File: config.mk
export PLATFORM = sky130hd
export DESIGN_NAME = ext_int_controller_flat
export DESIGN_NICKNAME = d
export VERILOG_FILES = /design/src/rtl/ext_int_controller_if.sv /design/src/rtl/ext_int_controller.sv /design/src/flat_wrapper.sv
export SDC_FILE = /design/constraint.sdc
export NUM_CORES = 1
export LEC_CHECK = 0
export ABC_AREA = 1
export BUFFER_PORTS_ARGS = -buffer_cell sky130_fd_sc_hd__buf_2
export CAP_MARGIN = 10
export CORE_MARGIN = 1.5
export CORE_UTILIZATION = 49
export CTS_CLUSTER_DIAMETER = 100
export DETAILED_ROUTE_END_ITERATION = 8
export GPL_TIMING_DRIVEN = 0
export PLACE_DENSITY = 0.84
export SETUP_SLACK_MARGIN = 0.02
export SLEW_MARGIN = 5
export SYNTH_ARGS = -nofsm -noshare
export SYNTH_HDL_FRONTEND = slang
export SYNTH_SLANG_ARGS = --single-unit
File: constraint.sdc
create_clock -name clk -period 1.9 [get_ports clk]
set_clock_uncertainty 0.15 [all_clocks]
set_input_delay 0.285 -clock clk [delete_from_list [all_inputs] [get_ports clk]]
set_output_delay 0.285 -clock clk [all_outputs]
set_load 0.01 [all_outputs]
File: src/rtl/ext_int_controller_if.sv
// I/O bus and interrupt handshake between the CPU side and the external interrupt controller.
// The master side is the CPU/bus driver; the slave side is the controller.
interface ext_int_controller_if #(
    parameter int NUM_SRC = 8
);
    logic [2:0]         io_dev;
    logic [3:0]         io_reg;
    logic               wr_en;
    logic               rd_en;
    logic [31:0]        wr_data;
    logic [31:0]        rd_data;
    logic [NUM_SRC-1:0] int_src;
    logic               int_req;
    logic               int_ack;

    modport master (
        output io_dev, io_reg, wr_en, rd_en, wr_data, int_src, int_ack,
        input  rd_data, int_req
    );

    modport slave (
        input  io_dev, io_reg, wr_en, rd_en, wr_data, int_src, int_ack,
        output rd_data, int_req
    );
endinterface

File: src/rtl/ext_int_controller.sv
// External interrupt controller: edge capture into a pending register, IER masking,
// fixed lowest-index priority and a single in-service interrupt tracked via ack / EOI.
module ext_int_controller #(
    parameter int         NUM_SRC  = 8,
    parameter logic [2:0] DEV_ADDR = 3'h0
) (
    input logic                 clk,
    input logic                 rst,
    ext_int_controller_if.slave bus
);
    localparam logic [3:0] REG_IER = 4'h0;
    localparam logic [3:0] REG_INR = 4'h1;

    typedef enum logic [1:0] {
        IDLE,
        REQ,
        SERVICE
    } state_t;

    state_t             state;
    state_t             state_nxt;
    logic [NUM_SRC-1:0] ier;
    logic [NUM_SRC-1:0] pending;
    logic [NUM_SRC-1:0] src_prev;
    logic [NUM_SRC-1:0] events;
    logic [NUM_SRC-1:0] eligible;
    logic [NUM_SRC-1:0] clr_mask;
    logic [4:0]         int_num;
    logic [4:0]         prio_idx;
    logic               latch_num;
    logic [31:0]        rd_data;
    logic [31:0]        rd_mux;
    logic [31:0]        ier_ext;
    logic               dev_hit;
    logic               ier_wr;
    logic               inr_wr;
    logic               rd_hit;
    logic               wr_data_unused;

    assign dev_hit = (bus.io_dev == DEV_ADDR);
    assign ier_wr  = dev_hit && bus.wr_en && (bus.io_reg == REG_IER);
    assign inr_wr  = dev_hit && bus.wr_en && (bus.io_reg == REG_INR);
    assign rd_hit  = dev_hit && bus.rd_en;

    // Only the low NUM_SRC bits of write data are architected.
    assign wr_data_unused = ^bus.wr_data;

    assign events   = bus.int_src & ~src_prev;
    assign eligible = pending & ier;

    // Scanning downward lets the lowest set index overwrite last and win.
    always_comb begin
        prio_idx = '0;
        for (int i = NUM_SRC - 1; i >= 0; i--) begin
            if (eligible[i]) prio_idx = 5'(i);
        end
    end

    // NOTE: every signal written here gets a default first so no latch is inferred.
    always_comb begin
        state_nxt = state;
        latch_num = 1'b0;
        clr_mask  = '0;
        unique case (state)
            IDLE: begin
                if (|eligible) begin
                    state_nxt = REQ;
                    latch_num = 1'b1;
                end
            end
            REQ: begin
                if (bus.int_ack) begin
                    state_nxt = SERVICE;
                    for (int i = 0; i < NUM_SRC; i++) begin
                        if (5'(i) == int_num) clr_mask[i] = 1'b1;
                    end
                end
            end
            SERVICE: begin
                if (inr_wr) state_nxt = IDLE;
            end
            default: state_nxt = IDLE;
        endcase
    end

    always_comb begin
        ier_ext                = '0;
        ier_ext[NUM_SRC-1:0]   = ier;
        rd_mux                 = '0;
        case (bus.io_reg)
            REG_IER: rd_mux = ier_ext;
            REG_INR: rd_mux = {(state != IDLE), 26'b0, int_num};
            default: rd_mux = '0;
        endcase
    end

    // NOTE: sequential state uses non-blocking assignments so every register samples pre-edge values.
    always_ff @(posedge clk) begin
        if (rst) begin
            state    <= IDLE;
            ier      <= '0;
            pending  <= '0;
            src_prev <= '0;
            int_num  <= '0;
            rd_data  <= '0;
        end else begin
            state    <= state_nxt;
            src_prev <= bus.int_src;
            // A new edge on the bit being acknowledged keeps it pending.
            pending  <= (pending & ~clr_mask) | events;
            if (ier_wr)    ier     <= bus.wr_data[NUM_SRC-1:0];
            if (latch_num) int_num <= prio_idx;
            if (rd_hit)    rd_data <= rd_mux;
        end
    end

    assign bus.rd_data = rd_data;
    assign bus.int_req = (state == REQ);
endmodule

File: src/flat_wrapper.sv
// flat-port wrapper written by rule: the top's interface ports become plain ports
module ext_int_controller_flat 
#(
    parameter int         NUM_SRC  = 8,
    parameter logic [2:0] DEV_ADDR = 3'h0
)
  (clk, rst, bus_io_dev, bus_io_reg, bus_wr_en, bus_rd_en, bus_wr_data, bus_int_src, bus_int_ack, bus_rd_data, bus_int_req);
  ext_int_controller_if #(.NUM_SRC(NUM_SRC)) bus_i ();
  input logic clk;
  input logic rst;
  input wire logic [$bits(bus_i.io_dev)-1:0] bus_io_dev;
  input wire logic [$bits(bus_i.io_reg)-1:0] bus_io_reg;
  input wire logic [$bits(bus_i.wr_en)-1:0] bus_wr_en;
  input wire logic [$bits(bus_i.rd_en)-1:0] bus_rd_en;
  input wire logic [$bits(bus_i.wr_data)-1:0] bus_wr_data;
  input wire logic [$bits(bus_i.int_src)-1:0] bus_int_src;
  input wire logic [$bits(bus_i.int_ack)-1:0] bus_int_ack;
  output wire logic [$bits(bus_i.rd_data)-1:0] bus_rd_data;
  output wire logic [$bits(bus_i.int_req)-1:0] bus_int_req;
  assign bus_i.io_dev = bus_io_dev;
  assign bus_i.io_reg = bus_io_reg;
  assign bus_i.wr_en = bus_wr_en;
  assign bus_i.rd_en = bus_rd_en;
  assign bus_i.wr_data = bus_wr_data;
  assign bus_i.int_src = bus_int_src;
  assign bus_i.int_ack = bus_int_ack;
  assign bus_rd_data = bus_i.rd_data;
  assign bus_int_req = bus_i.int_req;
  ext_int_controller #(.NUM_SRC(NUM_SRC), .DEV_ADDR(DEV_ADDR)) u_core (.clk(clk), .rst(rst), .bus(bus_i));
endmodule
# Word level (Yosys, flattened, before mapping)
# Index checks and enable logic that the tools add are counted.
[totals]
register_bits = 63
inputBits = 52
output_inout_bits = 33
elab_cells = 61
[op_classes]
n_eq_ne = 13
muxes = 25
n_bitwise = 6
n_reduce_logical = 11
[ops]
columns = ["operator", "n"]
rows = [
  ["$pmux 32 s2", 1],
  ["$and 8x8->8", 3],
  ["$mux 3", 8],
  ["$eq 3x5->1 const A", 4],
  ["$mux 8", 2],
  ["$not 8->8", 2],
  ["$eq 2x5->1 const A", 2],
  ["$mux 1", 10],
  ["$or 8x8->8", 1],
  ["$reduce_or 8->1", 1],
  ["$mux 2", 3],
  ["$pmux 2 s3", 1],
  ["$eq 1x5->1 const A", 1],
  ["$logic_not 5->1", 1],
  ["$eq 4x1->1 const B", 1],
  ["$logic_and 1x1->1", 4],
  ["$logic_not 4->1", 1],
  ["$ne 2x1->1 const B", 2],
  ["$logic_not 3->1", 1],
  ["$reduce_and 3->1", 1],
  ["$eq 2x1->1 const B", 1],
  ["$eq 2x2->1 const B", 1],
  ["$logic_not 2->1", 1],
  ["$ne 2x2->1 const B", 1],
  ["$reduce_bool 2->1", 1],
]

# Logic depth before layout (Yosys ltp)
[depth]
depth_word = 9
ltp_mapped = 10
mapped_depth_nobuf = 10

# Worst setup path after synthesis
# Ideal clock, no wire load.
[synth_timing]
kind = "register to register"
from = "reg u_core.state[0]"
to = "reg u_core.pending[0]"
setup_time_ps = 128
arrival_ps = 914
t_required_ps = 1622
setup_slack_ps = 708
stages_incl_launch_ff = 8
n_path_buf = 0
synth_period_minus_slack_ps = 1192
path_cell_list = "dfxtp_1 -> inv_2 -> nor2_4 -> nand2_1 -> nor2_2 -> nand2_1 -> a21oi_1 -> nor2_1"
[synth_via]
elab_chain_cells = 5
[synth_rtl]
columns = ["item", "line_no", "source"]
rows = [
  ["from (decl)", "ext_int_controller.sv:20", "state_t state;"],
  ["from (signal assigned)", "ext_int_controller.sv:107", "state <= state_nxt;"],
  ["$eq 2x1->1", "n/a", ""],
  ["via bus_int_req", "flat_wrapper.sv:19", "output wire logic [$bits(bus_i.int_req)-1:0] bus_int_req;"],
  ["$mux 8", "ext_int_controller.sv:64", "unique case (state)"],
  ["$not 8->8", "ext_int_controller.sv:110", "pending <= (pending & ~clr_mask) | events;"],
  ["$and 8x8->8", "ext_int_controller.sv:110", ""],
  ["$or 8x8->8", "ext_int_controller.sv:110", ""],
  ["to (signal assigned)", "ext_int_controller.sv:110", ""],
  ["to (decl)", "ext_int_controller.sv:23", "logic [NUM_SRC-1:0] pending;"],
]
# The timed path passes the listed nets, and every way through them passes these cells.
# A chain may end at the register's enable or synchronous reset.

# Final worst setup path
[layout_timing]
from = "reg u_core.state[0]"
to = "out bus_int_req"
[layout_via]
elab_chain_cells = 1
[layout_rtl]
columns = ["item", "line_no", "source"]
rows = [
  ["$eq 2x1->1", "ext_int_controller.sv:118", "assign bus.int_req = (state == REQ);"],
  ["to (decl)", "flat_wrapper.sv:19", ""],
]
# No other way between the ends.

==> metrics.md <==
| Metric | Value |
|---|---|
| Status | `finished, final reports clean` |
| Final Max Slew Viols | `0` |
| Routability cong. | `0.9167` |
| Detail Route met3 WL | `196 um` |
| Tot GR Track Use | `18.43%` |
| Comb pwr share | `9.8%` |
| CTS tree | `done` |
| Grt total ovfl | `0` |
| Post-route ant nets | `0` |
| Die ar. | `0.003948 sq mm` |
| Switching part of the total | `20.94%` |
| Num CTS Buffers | `5` |
| DRC | `0` |
| Fin nets | `355` |
| Worst Hold Class | `in2reg` |
| Storage cell area | `760.7 sq um` |
| Clk pin slew, worst setup/hold paths | `0.11 ns` |
| Number of synthesized flops with an enable pin | `0` |
| Max frequency | `692.2 MHz` |
| Hold slack | `0.005991 ns` |
| Wire length per cell | `9.834 um` |
| Required time worst endpoint | `1.46 ns` |
| Async SR Flop Fraction | `0%` |
| Crit Path Category | `reg2out` |
| Clock power share | `41.4%` |
| H-Tree Level Count | `2` |
| Mean Syn Cell Area | `7.594 sq um` |
| I/O pin total | `85` |
| # setup viols final | `0` |
| Critical Path AT | `1.01 ns` |
| Crit Path Max Fanout | `4` |
| Vias in the first global route | `1351` |
| Seq/Total Area, Yosys | `43.37%` |
| Starting density of the core | `51.75%` |
| Met2 WL | `1.647 mm` |
| Dpl hpwl | `2.625 mm` |
| DRT Pass-1 Iters | `4` |
| Initial antenna violation count | `0` |
| Worst slack at placement | `0.5022 ns` |
| Fin worst setup slack | `0.4553 ns` |
| First-pass GRT wire length | `5.740 mm` |
| Cell Rows | `21` |
| Sw power | `0.3577 mW` |
| Primary FF master, synth | `dfxtp_1` |
| FF+latch count, synth | `38` |
| Max clock buf depth | `2` |
| Die height | `62.83 um` |
| Mapped Area | `0.001754 sq mm` |
| DR top layer | `met4` |
| Reg2reg setup slack | `0.54 ns` |
| Pwr/cell area | `757.2 mW/mm^2` |
| Worst Path Buf+Inv | `2` |
| CTS root buffer | `clkbuf_4` |
| P&R area growth vs syn | `28.60%` |
| Post-route clock period utilization | `76.04%` |
| IO buf count | `36` |
| Final setup TNS | `0 ns` |
| Clk Latency, worst-skew pair | `0.34 ns` |
| Placeable Area | `0.003390 sq mm` |
| Chip width | `62.83 um` |
| Startpoint types | `flip-flop` |
| N_diodes | `0` |
| RSZ-0062 raised after global routing | `no` |
| Initial DRC Count | `56` |
| Vias per cell | `4.363` |
| Metal-1 WL | `1.552 mm` |
| Worst setup EP type | `output pin` |
| Synth warn | `0` |
| Clock sink count | `38` |
| Slowest stage delay, CP | `0.37 ns` |
| # resized after CTS | `0` |
| Worst VDD drop | `0.5859 mV` |
| Minimum clock period | `1.445 ns` |
| Worst path cell trace | `inv_2 > nor2_4 > buf_2` |
| Max Cap Viol | `0` |
| Post-synth cell types | `29` |
| Leak | `1.180 nW` |
| Largest net degree at the start of global routing | `13` |
| Part of the power in registers | `48.8%` |
| Post-Synthesis Cells | `231` |
| Area of the multi-input gates | `799.5 sq um` |
| Crit path max-delay family | `flip-flops` |
| Pint | `1.350 mW` |
| Final WL | `3.442 mm` |
| Slowest library cell on the worst path | `dfxtp_1` |
| Fillers | `289` |
| DR vias | `1527` |
| Final Hold Vio Count | `0` |
| Ratio of cells with drive above 1 in the final layout | `29.61%` |
[logic make-up after synthesis]
logic type,synth area share [%]
other,0.2138
AOI/OAI and AO/OA,11.77
and+or+nand+nor,28.89
buffers and inverters,15.76
DFF,43.37
[registers in the layout, summed over array words and instances (netlist names)]
signal and cells:
u_core.bus.rd_data 9, u_core.ier 8, u_core.int_num 3, u_core.pending 8, u_core.src_prev 8, u_core.state 2
[layer usage]
| layer | vias up | GRT usage (%) |
|---|---|---|
| met5 | - | 0 |
| met4 | 0 | 9.167 |
| met3 | 5 | 4.505 |
| met2 | 48 | 31.45 |
| met1 | 647 | 21.49 |
| li1 | 827 | - |
[path summary, 6_finish.rpt]
path / startpoint / cells after the start / to
setup / recovery: u_core.state[0]$_SDFFE_PP0P_ / 3 / bus_int_req
hold / removal: bus_int_src[5] / 3 / u_core.src_prev[5]$_SDFF_PP0_
setup reg to reg: u_core.ier[5]$_SDFFE_PP0P_ / 6 / u_core.int_num[1]$_SDFFE_PP0P_
hold reg to reg: u_core.src_prev[7]$_SDFF_PP0_ / 1 / u_core.pending[7]$_SDFF_PP0_
[power groups by stage]
| stage | registers (mW) | clock network (mW) | logic (mW) |
|---|---|---|---|
| after CTS | 0.834 | 0.714 | 0.165 |
| after detailed placement | 0.852 | 0 | 0.156 |
| after global placement | 0.851 | 0 | 0.152 |
| final | 0.834 | 0.706 | 0.168 |
| after floorplan | 0.847 | 0 | 0.114 |
| after global routing | 0.837 | 0.753 | 0.186 |
[per-stage QoR]
stage	utilization (%)	total power [mW]	cell area, sq um	instances
6_report	66.56	1.708	2256	350
5_1_grt	66.56	1.775	2256	350
4_1_cts	66.26	1.714	2246	349
3_5_place_dp	61.20	1.008	2074	335
3_3_place_gp	61.20	1.004	2074	335
2_1_floorplan	-	0.9608	1837	253
[synth_stat cells (2+ instances only)]
cell type	number	share of area, %
a21oi_1	17	4.9
a22oi_1	2	0.86
a31oi_1	2	0.71
buf_2	2	0.57
buf_4	23	9.8
dfxtp_1	38	43
inv_1	13	2.8
inv_2	7	1.5
nand2_1	49	10
nand4_2	2	1.4
nor2_1	44	9.4
nor2_2	2	0.71
nor2_4	4	2.6
o21ai_1	10	2.9
o22ai_1	2	0.71
[final cells by class]
cell class | instances | share of cell area (%)
Clock buffer | 6 | 2.274
Sequential cell | 38 | 33.72
Clock inverter | 2 | 2.662
Tap cell | 46 | 2.551
Multi-Input combinational cell | 167 | 35.44
Buffer | 28 | 8.930
Inverter | 20 | 3.328
Timing Repair Buffer | 43 | 11.09
[cells in the final DEF (no fill, tap or decap), drive strengths merged]
master,synthesis,final
buf,27,63
nor2,51,51
nand2,50,50
dfxtp,38,38
conb,1,23
inv,20,20
a21oi,17,17
o21ai,11,11
dlygate4sd3,0,7
clkbuf,1,7
nand4,4,4
o22ai,2,2
a22oi,2,2
a31oi,2,2
bufinv,0,2
nand3b,1,1
o211ai,1,1
nand3,1,1
a211oi,1,1
o31ai,1,1
[worst min-delay path: cells and delay by family]
| family | cells | cell delay (ns) |
|---|---|---|
| buffers and inverters | 2 | 0.11 |
| and+or+nand+nor | 1 | 0.07 |
[timing repair]
action	in CTS	in global routing
hold buffers	6	1
endpoints found under the hold margin	6	1
setup endpoints to repair	0	0
buffers inserted	0	0
Note: power is estimated with default switching activity, not from simulation.
